### config.mk
export PLATFORM = sky130hd
export DESIGN_NAME = bus_arbiter
export DESIGN_NICKNAME = d
export VERILOG_FILES = /design/src/rtl/bus_arbiter_pkg.sv /design/src/rtl/rr_priority_picker.sv /design/src/rtl/bus_arbiter.sv
export SDC_FILE = /design/constraint.sdc
export NUM_CORES = 1
export LEC_CHECK = 0
export BUFFER_PORTS_ARGS = -buffer_cell sky130_fd_sc_hd__buf_2
export CAP_MARGIN = 25
export CORE_AREA = 4 4 41 43
export CTS_CLUSTER_SIZE = 25
export DETAILED_ROUTE_END_ITERATION = 10
export DIE_AREA = 0 0 45 47
export PLACE_DENSITY = 0.71
export SLEW_MARGIN = 20
export SYNTH_ARGS = -nofsm -noshare
export SYNTH_HDL_FRONTEND = slang
export SYNTH_SLANG_ARGS = --single-unit
export TNS_END_PERCENT = 20
### constraint.sdc
create_clock -name clk -period 2 [get_ports clk]
set_input_delay 0.1 -clock clk [delete_from_list [all_inputs] [get_ports clk]]
set_output_delay 0.1 -clock clk [all_outputs]
set_load 0.01 [all_outputs]
### src/rtl/bus_arbiter_pkg.sv
// Shared types and helpers for the round-robin bus arbiter.
// The state encoding is fixed at 2 bits so that older code can keep comparing against the raw values.
package bus_arbiter_pkg;

  localparam int MAX_MASTERS = 16;

  typedef logic [1:0] arbState_t;

  localparam arbState_t ARB_IDLE    = 2'b00;
  localparam arbState_t ARB_GRANT   = 2'b01;
  localparam arbState_t ARB_RELEASE = 2'b10;

  function automatic logic [MAX_MASTERS-1:0] indexToOneHot(input logic [3:0] idx);
    return {{(MAX_MASTERS-1){1'b0}}, 1'b1} << idx;
  endfunction

endpackage

### src/rtl/rr_priority_picker.sv
// Combinational round-robin search: the first request found after lastOwner wins.
// If nothing is requested, the winner output repeats lastOwner.
module rr_priority_picker #(
  parameter int N_MASTERS = 4,
  parameter int OWNER_W   = $clog2(N_MASTERS)
) (
  input  logic [N_MASTERS-1:0] req,
  input  logic [OWNER_W-1:0]   lastOwner,
  output logic                 found,
  output logic [OWNER_W-1:0]   winner
);

  typedef logic [OWNER_W:0] idx_t;

  idx_t idx;

  // One spare bit in idx keeps lastOwner+k from overflowing before it is wrapped back below N_MASTERS.
  always_comb begin
    found  = 1'b0;
    winner = lastOwner;
    idx    = '0;
    for (int k = 1; k <= N_MASTERS; k++) begin
      idx = {1'b0, lastOwner} + idx_t'(k);
      if (idx >= idx_t'(N_MASTERS)) begin
        idx = idx - idx_t'(N_MASTERS);
      end
      if (!found && req[idx[OWNER_W-1:0]]) begin
        found  = 1'b1;
        winner = idx[OWNER_W-1:0];
      end
    end
  end

endmodule

### src/rtl/bus_arbiter.sv
// Round-robin arbiter for one shared memory bus. A grant is held while its owner keeps requesting.
// Each grant is followed by a release phase that waits for memory to drop Ready.
module bus_arbiter
  import bus_arbiter_pkg::*;
#(
  parameter int N_MASTERS = 4,
  parameter int OWNER_W   = $clog2(N_MASTERS)
) (
  input  logic                 clk,
  input  logic                 reset,
  input  logic [N_MASTERS-1:0] Bus_RQ,
  input  logic                 Bus_Ready,
  output logic [N_MASTERS-1:0] Bus_GRANT,
  output logic [OWNER_W-1:0]   Bus_Owner,
  output logic                 Bus_Busy
);

  arbState_t          state;
  arbState_t          nextState;
  logic [OWNER_W-1:0] lastOwner;
  logic               found;
  logic [OWNER_W-1:0] winner;
  logic               ownerRq;

  rr_priority_picker #(
    .N_MASTERS(N_MASTERS),
    .OWNER_W  (OWNER_W)
  ) picker (
    .req      (Bus_RQ),
    .lastOwner(lastOwner),
    .found    (found),
    .winner   (winner)
  );

  assign ownerRq = Bus_RQ[Bus_Owner];

  always_comb begin
    nextState = ARB_IDLE;
    case (state)
      ARB_IDLE:    nextState = found ? ARB_GRANT : ARB_IDLE;
      ARB_GRANT:   nextState = ownerRq ? ARB_GRANT : ARB_RELEASE;
      ARB_RELEASE: nextState = Bus_Ready ? ARB_RELEASE : ARB_IDLE;
      default:     nextState = ARB_IDLE;
    endcase
  end

  // Requests from non-owners are ignored outside IDLE, so they are served only after the release phase.
  always_ff @(posedge clk or negedge reset) begin
    if (!reset) begin
      state     <= ARB_IDLE;
      Bus_GRANT <= '0;
      Bus_Busy  <= 1'b0;
      Bus_Owner <= OWNER_W'(N_MASTERS - 1);
      lastOwner <= OWNER_W'(N_MASTERS - 1);
    end else begin
      state    <= nextState;
      Bus_Busy <= (nextState != ARB_IDLE);
      if (state == ARB_IDLE && found) begin
        Bus_GRANT <= N_MASTERS'(indexToOneHot(4'(winner)));
        Bus_Owner <= winner;
        lastOwner <= winner;
      end else if (nextState != ARB_GRANT) begin
        Bus_GRANT <= '0;
      end
    end
  end

endmodule

==> metrics.md, run 1 <==
| Metric | Value |
|---|---|
| DR iter-0 viols | `3` |
| Die Footprint | `2120 sq um` |
| Worst vdd ir | `807 uV` |
| H-tree depth | `1` |
| Vias | `416` |
| R2R setup slack | `410 ps` |
| Tmin final | `1590 ps` |
| YS warnings | `0` |
| Synth area leader | `dfrtp_1` |
| Largest net degree at the start of global routing | `10` |
| First-pass GRT wire length | `1.79 mm` |
| Die Y | `47 um` |
| Hpwl dp | `796 um` |
| GRT Max-Usage Layer | `met2` |
| Final Max Tran Viols | `0` |
| Async set-reset flop share out of synthesis | `100%` |
| Count leader, synth | `dfrtp_1` |
| Worst setup path startpoint | `lastOwner[0]$_DFFE_PN1P_` |
| Worst Tran Pin Value | `405 ps` |
| Clock skew | `2.36 ps` |
| Post-synthesis xor/xnor area fraction | `0%` |
| # hold bufs at CTS | `1` |
| Tcrit/Tclk final | `79.3%` |
| Critical path class | `flop to flop` |
| Crit start category | `flop` |
| Clock network power share | `14.6%` |
| Pleak | `0.000280 uW` |
| Share of the synthesized area in the top cell type | `35.2%` |
| Switching share of power | `39.1%` |
| WP data arrival | `1740 ps` |
| DRC Markers | `0` |
| Final setup fails | `0` |
| Area Overhead vs Synth | `20.4%` |
| Vias in the first global route | `410` |
| Synth cell types | `28` |
| Routed Antenna Nets | `0` |
| Top area cells in the synthesized netlist | `dfrtp_1 (35%), dfstp_2 (11%), mux4_2 (4.5%)` |
| Routed len/inst | `13.5 um` |
| GRT overflow | `0` |
| Setup TNS | `0 ps` |
| Worst r2r src | `lastOwner[0]$_DFFE_PN1P_` |
| Row count | `13` |
| Combinational share of power | `46.7%` |
| Die Span X | `45 um` |
| Simple-gate area share of the yosys netlist | `17.8%` |
| Main synth FF type | `dfrtp_1` |
| Total power per unit cell area | `1600 nW/um^2` |
| Avg Synthesized Cell Area | `10.8 sq um` |
| I/O Buffers | `13` |
| GRT Total Usage | `12.0%` |
| Final core utilization | `46.1%` |
| Hold_ws | `116 ps` |
| Antenna violations before repair | `0` |
| Met2 Use GR | `18.4%` |
| Mux cell area share after synthesis | `8.79%` |
| Unrepaired setup endpoints after global routing | `false` |
| Clk_lat worst skew | `260 ps` |
| Initial Utilization | `38.3%` |
| CTS Buffer Depth | `2` |
| Hold Crit Class | `input pin to flop` |
| Drt pass-1 iters | `2` |
| Ratio of cells with drive above 1 in the final layout | `40.3%` |
| IO Pins | `14` |
| Final WL | `1.04 mm` |
| Max-cap violations | `0` |
| Adder-Cell Fraction of Synth Area | `0%` |
| Critical-path maximum fanout | `8` |
| Nets | `70` |
| Post-synthesis compound-gate area fraction | `20.9%` |
| CTS tree | `built` |
| Most frequent cells after synthesis | `dfrtp_1 (7), inv_1 (4), nand2_1 (3)` |
| CTS Buf Count | `3` |
| CP Capture Type | `flop` |
| Register area | `228 sq um` |
| Status | `finished, final reports clean` |
| # diodes | `0` |
| Post-CTS sizing | `0` |
| Sequential share of power | `38.6%` |
| RePlAce Congestion | `0.736` |
| Core area | `1300 sq um` |
| Req. time, crit path | `2150 ps` |
| Via density | `5.40` |
| Main combinational cell family by area after synthesis | `compound AO/OA/AOI/OAI gates` |
| Fin. Hold Viols | `0` |
| P_int | `585 uW` |
| Max-Slew Margin vs Limit | `72.8%` |
| Num Clock Sinks | `9` |
| P_sw | `376 uW` |
| Register area share after synthesis | `45.7%` |
| Number of flops mapped to enable cells by yosys | `0` |
| Reg clk slew, reported paths | `60 ps` |
| Synthesized area | `498 sq um` |
| GR Util met3 | `7.66%` |
| Hold_sp | `Bus_Ready` |
| Fillers | `135` |
| Total power | `961 uW` |
| Synth Instances | `46` |
| Syn nets | `53` |
| Synth Register Bits | `9` |
| Root Buffer | `clkbuf_4` |
| Maximum clock frequency | `0.631 GHz` |
| Post-CTS Setup Repair Bufs | `0` |
| Multi-input gate area | `236 sq um` |
| GR Layer Usage met1 | `14.5%` |
power by group through the flow:
stage	combinational, uW	clock [uW]	sequential (uW)
2_1_floorplan	350	0	367
3_3_place_gp	448	0	371
3_5_place_dp	453	0	375
4_1_cts	456	145	373
5_1_grt	496	163	390
6_report	449	141	371
per-layer routing:
| layer | share of wire (%) | wire length, um |
|---|---|---|
| met1 | 46 | 482 |
| met2 | 45 | 469 |
| met3 | 8.4 | 87 |
| met4 | 0 | 0 |
| met5 | 0 | 0 |
path summary, 6_finish.rpt:
kind / cells past startpoint / end
setup reg to reg: 3 / state[0]$_DFF_PN0_
hold / removal: 3 / state[1]$_DFF_PN0_
setup / recovery: 3 / state[0]$_DFF_PN0_
min in group asynchronous: 2 / Bus_Busy$_DFF_PN0_
max in group asynchronous: 2 / lastOwner[0]$_DFFE_PN1P_
hold reg to reg: 2 / Bus_GRANT[1]$_DFFE_PN0P_
layout make-up:
| cell class | count | share of cell area (%) |
|---|---|---|
| well taps | 15 | 3.13 |
| clock buffers | 4 | 4.38 |
| repair buffers | 14 | 12.5 |
| multi-input cells | 31 | 39.5 |
| flip-flops and latches | 9 | 38.0 |
| inverters | 4 | 2.51 |
cell usage in the layout, fill, tap and decap left out, drive strengths merged:
master,count
nor2,2
buf,13
a21oi,3
a32o,2
nand2b,1
o221a,1
dlygate4sd3,1
dfrtp,7
nand3,1
o31ai,2
nand2,3
mux2,1
o21a,1
or2b,1
or2,1
nor3,1
dfstp,2
nor4,1
clkbuf,4
inv,4
o221ai,1
mux2i,1
o21ai,2
mux4,1
nor2b,2
nand3b,1
o22ai,2
per-stage QoR:
step / instance area, sq um / instances / worst slack, ps
finish: 599 / 77 / 414
global route: 599 / 77 / 352
CTS: 599 / 77 / 404
detailed placement: 563 / 72 / 414
global placement: 563 / 72 / 437
floorplan: 498 / 46 / 388
flip-flops by register name, indices dropped and copies added (netlist names):
register	flops
Bus_GRANT	4
lastOwner	2
state	2
Bus_Busy	1
kinds of logic (layout without fill, tap and decap cells):
logic type | count (synthesis) | in the layout
AOI/OAI and AO/OA | 14 | 14
and+or+nand+nor | 14 | 14
DFF | 9 | 9
buffers and inverters | 6 | 22
muxes | 3 | 3
critical path, stage by stage, from the launching register on:
cell,delay (ps)
dfstp_2,600
mux4_2,520
nor2b_4,160
or2_1,200
Power figures use the tool's default switching activity.
==> run 2: changes to the inputs <==
- clock period: 2 -> 1.46 ns (I/O delays scaled with it)
==> run 2 against run 1 <==
Net effect: the run now ends with negative setup slack left; critical path depth is the same; register-to-register slack lost 450 ps; clock-buffer cell count shrank 1; clock skew grew 1.1 ps; wire length grew 11%; setup slack lost 450 ps; cell area grew 3.3%; clock power grew 43%; highest routed layer is now met4.
==> metrics.md, run 2 (synthesis gave the netlist of run 1 again) <==
| Metric | Value |
|---|---|
| RePlAce Congestion | `0.745 (was 0.736)` |
| Clk_lat worst skew | `270 ps (was 260 ps)` |
| Final WS setup | `-40.0 ps (was 414 ps)` |
| P_int | `836 uW (was 585 uW)` |
| Critical-path maximum fanout | `5 (was 8)` |
| Status | `finished, violations left (was finished, final reports clean)` |
| Initial Utilization | `38.3% (unchanged)` |
| CTS tree | `built (unchanged)` |
| Vias | `448 (was 416)` |
| Antenna violations before repair | `0 (unchanged)` |
| Num Clock Sinks | `9 (unchanged)` |
| Tmin final | `1500 ps (was 1590 ps)` |
| Worst Tran Pin Value | `304 ps (was 405 ps)` |
| Final WL | `1.15 mm (was 1.04 mm)` |
| Hpwl dp | `858 um (was 796 um)` |
| Placed cell area | `578 sq um (was 563 sq um)` |
| Row count | `13 (unchanged)` |
| IO Pins | `14 (unchanged)` |
| Fin. Hold Viols | `0 (unchanged)` |
| WP data arrival | `1660 ps (was 1740 ps)` |
| Core area | `1300 sq um (unchanged)` |
| Final setup fails | `3 (was 0)` |
| Vias in the first global route | `451 (was 410)` |
| Total power | `1390 uW (was 961 uW)` |
| Final Max Tran Viols | `0 (unchanged)` |
| Maximum clock frequency | `0.667 GHz (was 0.631 GHz)` |
| Root Buffer | `clkbuf_4 (unchanged)` |
| I/O Buffers | `13 (unchanged)` |
| Commonest non-fill, non-tap cells in the layout | `buf_2 (13), dfrtp_1 (7), inv_1 (4), nand2_1 (3), clkbuf_4 (3) (unchanged)` |
| Unrepaired setup endpoints after global routing | `true (was false)` |
| GRT overflow | `0 (unchanged)` |
| Failing checks | `negative setup slack` |
| Worst vdd ir | `945 uV (was 807 uV)` |
| First-pass GRT wire length | `2.04 mm (was 1.79 mm)` |
| Critical path class | `flop to flop (unchanged)` |
| CTS Buffer Depth | `2 (unchanged)` |
| Top flop regs | `Bus_GRANT x4, lastOwner x2, state x2 (unchanged)` |
| Area Overhead vs Synth | `24.4% (was 20.4%)` |
| Crit start category | `flop (unchanged)` |
| Ratio of cells with drive above 1 in the final layout | `45.3% (was 40.3%)` |
| Routed Antenna Nets | `0 (unchanged)` |
| Nets | `72 (was 70)` |
| Largest net degree at the start of global routing | `10 (unchanged)` |
| Max-cap violations | `0 (unchanged)` |
| DR iter-0 viols | `4 (was 3)` |
| Hold Crit Class | `input pin to flop (unchanged)` |
| DP Worst Slack | `-44.8 ps (was 414 ps)` |
| Tcrit/Tclk final | `103% (was 79.3%)` |
| Pleak | `0.000292 uW (was 0.000280 uW)` |
| Routed len/inst | `14.6 um (was 13.5 um)` |
| R2r worst-path depth | `3 (unchanged)` |
| Via density | `5.67 (was 5.40)` |
| Clock network power share | `14.4% (was 14.6%)` |
| GRT Total Usage | `13.4% (was 12.0%)` |
| CP Capture Type | `flop (unchanged)` |
| Hold_sp | `Bus_Ready (unchanged)` |
| P_sw | `556 uW (was 376 uW)` |
| Total power per unit cell area | `2250 nW/um^2 (was 1600 nW/um^2)` |
| Combinational share of power | `50.3% (was 46.7%)` |
| Max-Slew Margin vs Limit | `79.6% (was 72.8%)` |
| CTS Buf Count | `3 (unchanged)` |
| Req. time, crit path | `1620 ps (was 2150 ps)` |
| Worst hold path depth | `3 (unchanged)` |
| Largest Register | `Bus_GRANT (unchanged)` |
| Drt pass-1 iters | `4 (was 2)` |
| # diodes | `0 (unchanged)` |
| H-tree depth | `1 (unchanged)` |
| Switching share of power | `40.0% (was 39.1%)` |
| Die Footprint | `2120 sq um (unchanged)` |
| Clock skew | `3.50 ps (was 2.36 ps)` |
| Worst r2r src | `lastOwner[0]$_DFFE_PN1P_ (unchanged)` |
| Worst setup path startpoint | `lastOwner[0]$_DFFE_PN1P_ (unchanged)` |
| Die Y | `47 um (unchanged)` |
| Post-route cell area | `619 sq um (was 599 sq um)` |
| Post-CTS Setup Repair Bufs | `0 (unchanged)` |
| Sequential share of power | `35.3% (was 38.6%)` |
| Max FFs per register | `4 (unchanged)` |
| Register area | `228 sq um (unchanged)` |
| Fillers | `136 (was 135)` |
| Reg clk slew, reported paths | `70 ps (was 60 ps)` |
| Multi-input gate area | `240 sq um (was 236 sq um)` |
| Die Span X | `45 um (unchanged)` |
| Commonest non-fill, non-tap cell in the layout | `buf_2 (unchanged)` |
| DRC Markers | `0 (unchanged)` |
-- run 2: cell types whose count changed in the layout (fill, tap and decap cells not counted) --
cell and delta:
buf_4 +2, a21oi_1 -1, a21oi_2 +1, clkbuf_1 -1, clkinv_2 +1
-- run 2: worst paths after layout --
| check | endpoint | slack [ps] |
|---|---|---|
| worst min register to register | Bus_GRANT[1]$_DFFE_PN0P_ | 490 |
| max in group asynchronous | lastOwner[1]$_DFFE_PN1P_ | 1020 |
| worst min-delay path | state[1]$_DFF_PN0_ | 100 |
| worst max register to register | Bus_GRANT[2]$_DFFE_PN0P_ | -40 |
| min in group asynchronous | state[0]$_DFF_PN0_ | 180 |
| worst max-delay path | Bus_GRANT[2]$_DFFE_PN0P_ | -40 |
-- run 2: what timing repair did --
action	4_1_cts	5_1_grt
hold buffers	1	0
gates cloned	0	0
resized for setup	1	0
endpoints found under the hold margin	9	0
setup endpoints to repair	3	6
-- run 2: worst max-delay path, stage by stage, from the launching register on --
cell     delay, ps
dfstp_2        540
mux4_2         500
nor2b_4        160
a32o_1         200
-- run 2: power by group through the flow --
stage	clock network, uW	logic [uW]	registers [uW]
floorplan	0	479	503
global placement	0	672	486
detailed placement	0	694	492
CTS	207	707	490
global route	216	773	507
finish	201	701	491
-- run 2: area by class of cell --
class / instances / area share (%)
Tap cell: 15 / 3.03
Clock buffer: 3 / 3.64
Timing Repair Buffer: 16 / 14.5
Sequential cell: 9 / 36.8
Inverter: 4 / 2.42
Multi-Input combinational cell: 31 / 38.8
Clock inverter: 1 / 0.808
-- run 2: metal layers --
layer	part of all wire, %	vias up	GRT usage, %
met5	0	-	0
met4	1.7	0	5.26
met3	8.1	3	3.45
met2	47	22	20.1
met1	44	218	18.4
li1	-	205	-
-- run 2: through the flow --
stage | setup TNS [ps] | std cells | util, % | hold slack [ps]
floorplan | -582 | 46 | - | -223
detailed placement | -119 | 74 | 44.4 | -64.0
finish | -117 | 79 | 47.6 | 96.1
global route | -325 | 79 | 47.6 | 138
CTS | -127 | 79 | 47.6 | 98.9
global placement | -61.7 | 74 | 44.4 | -67.3
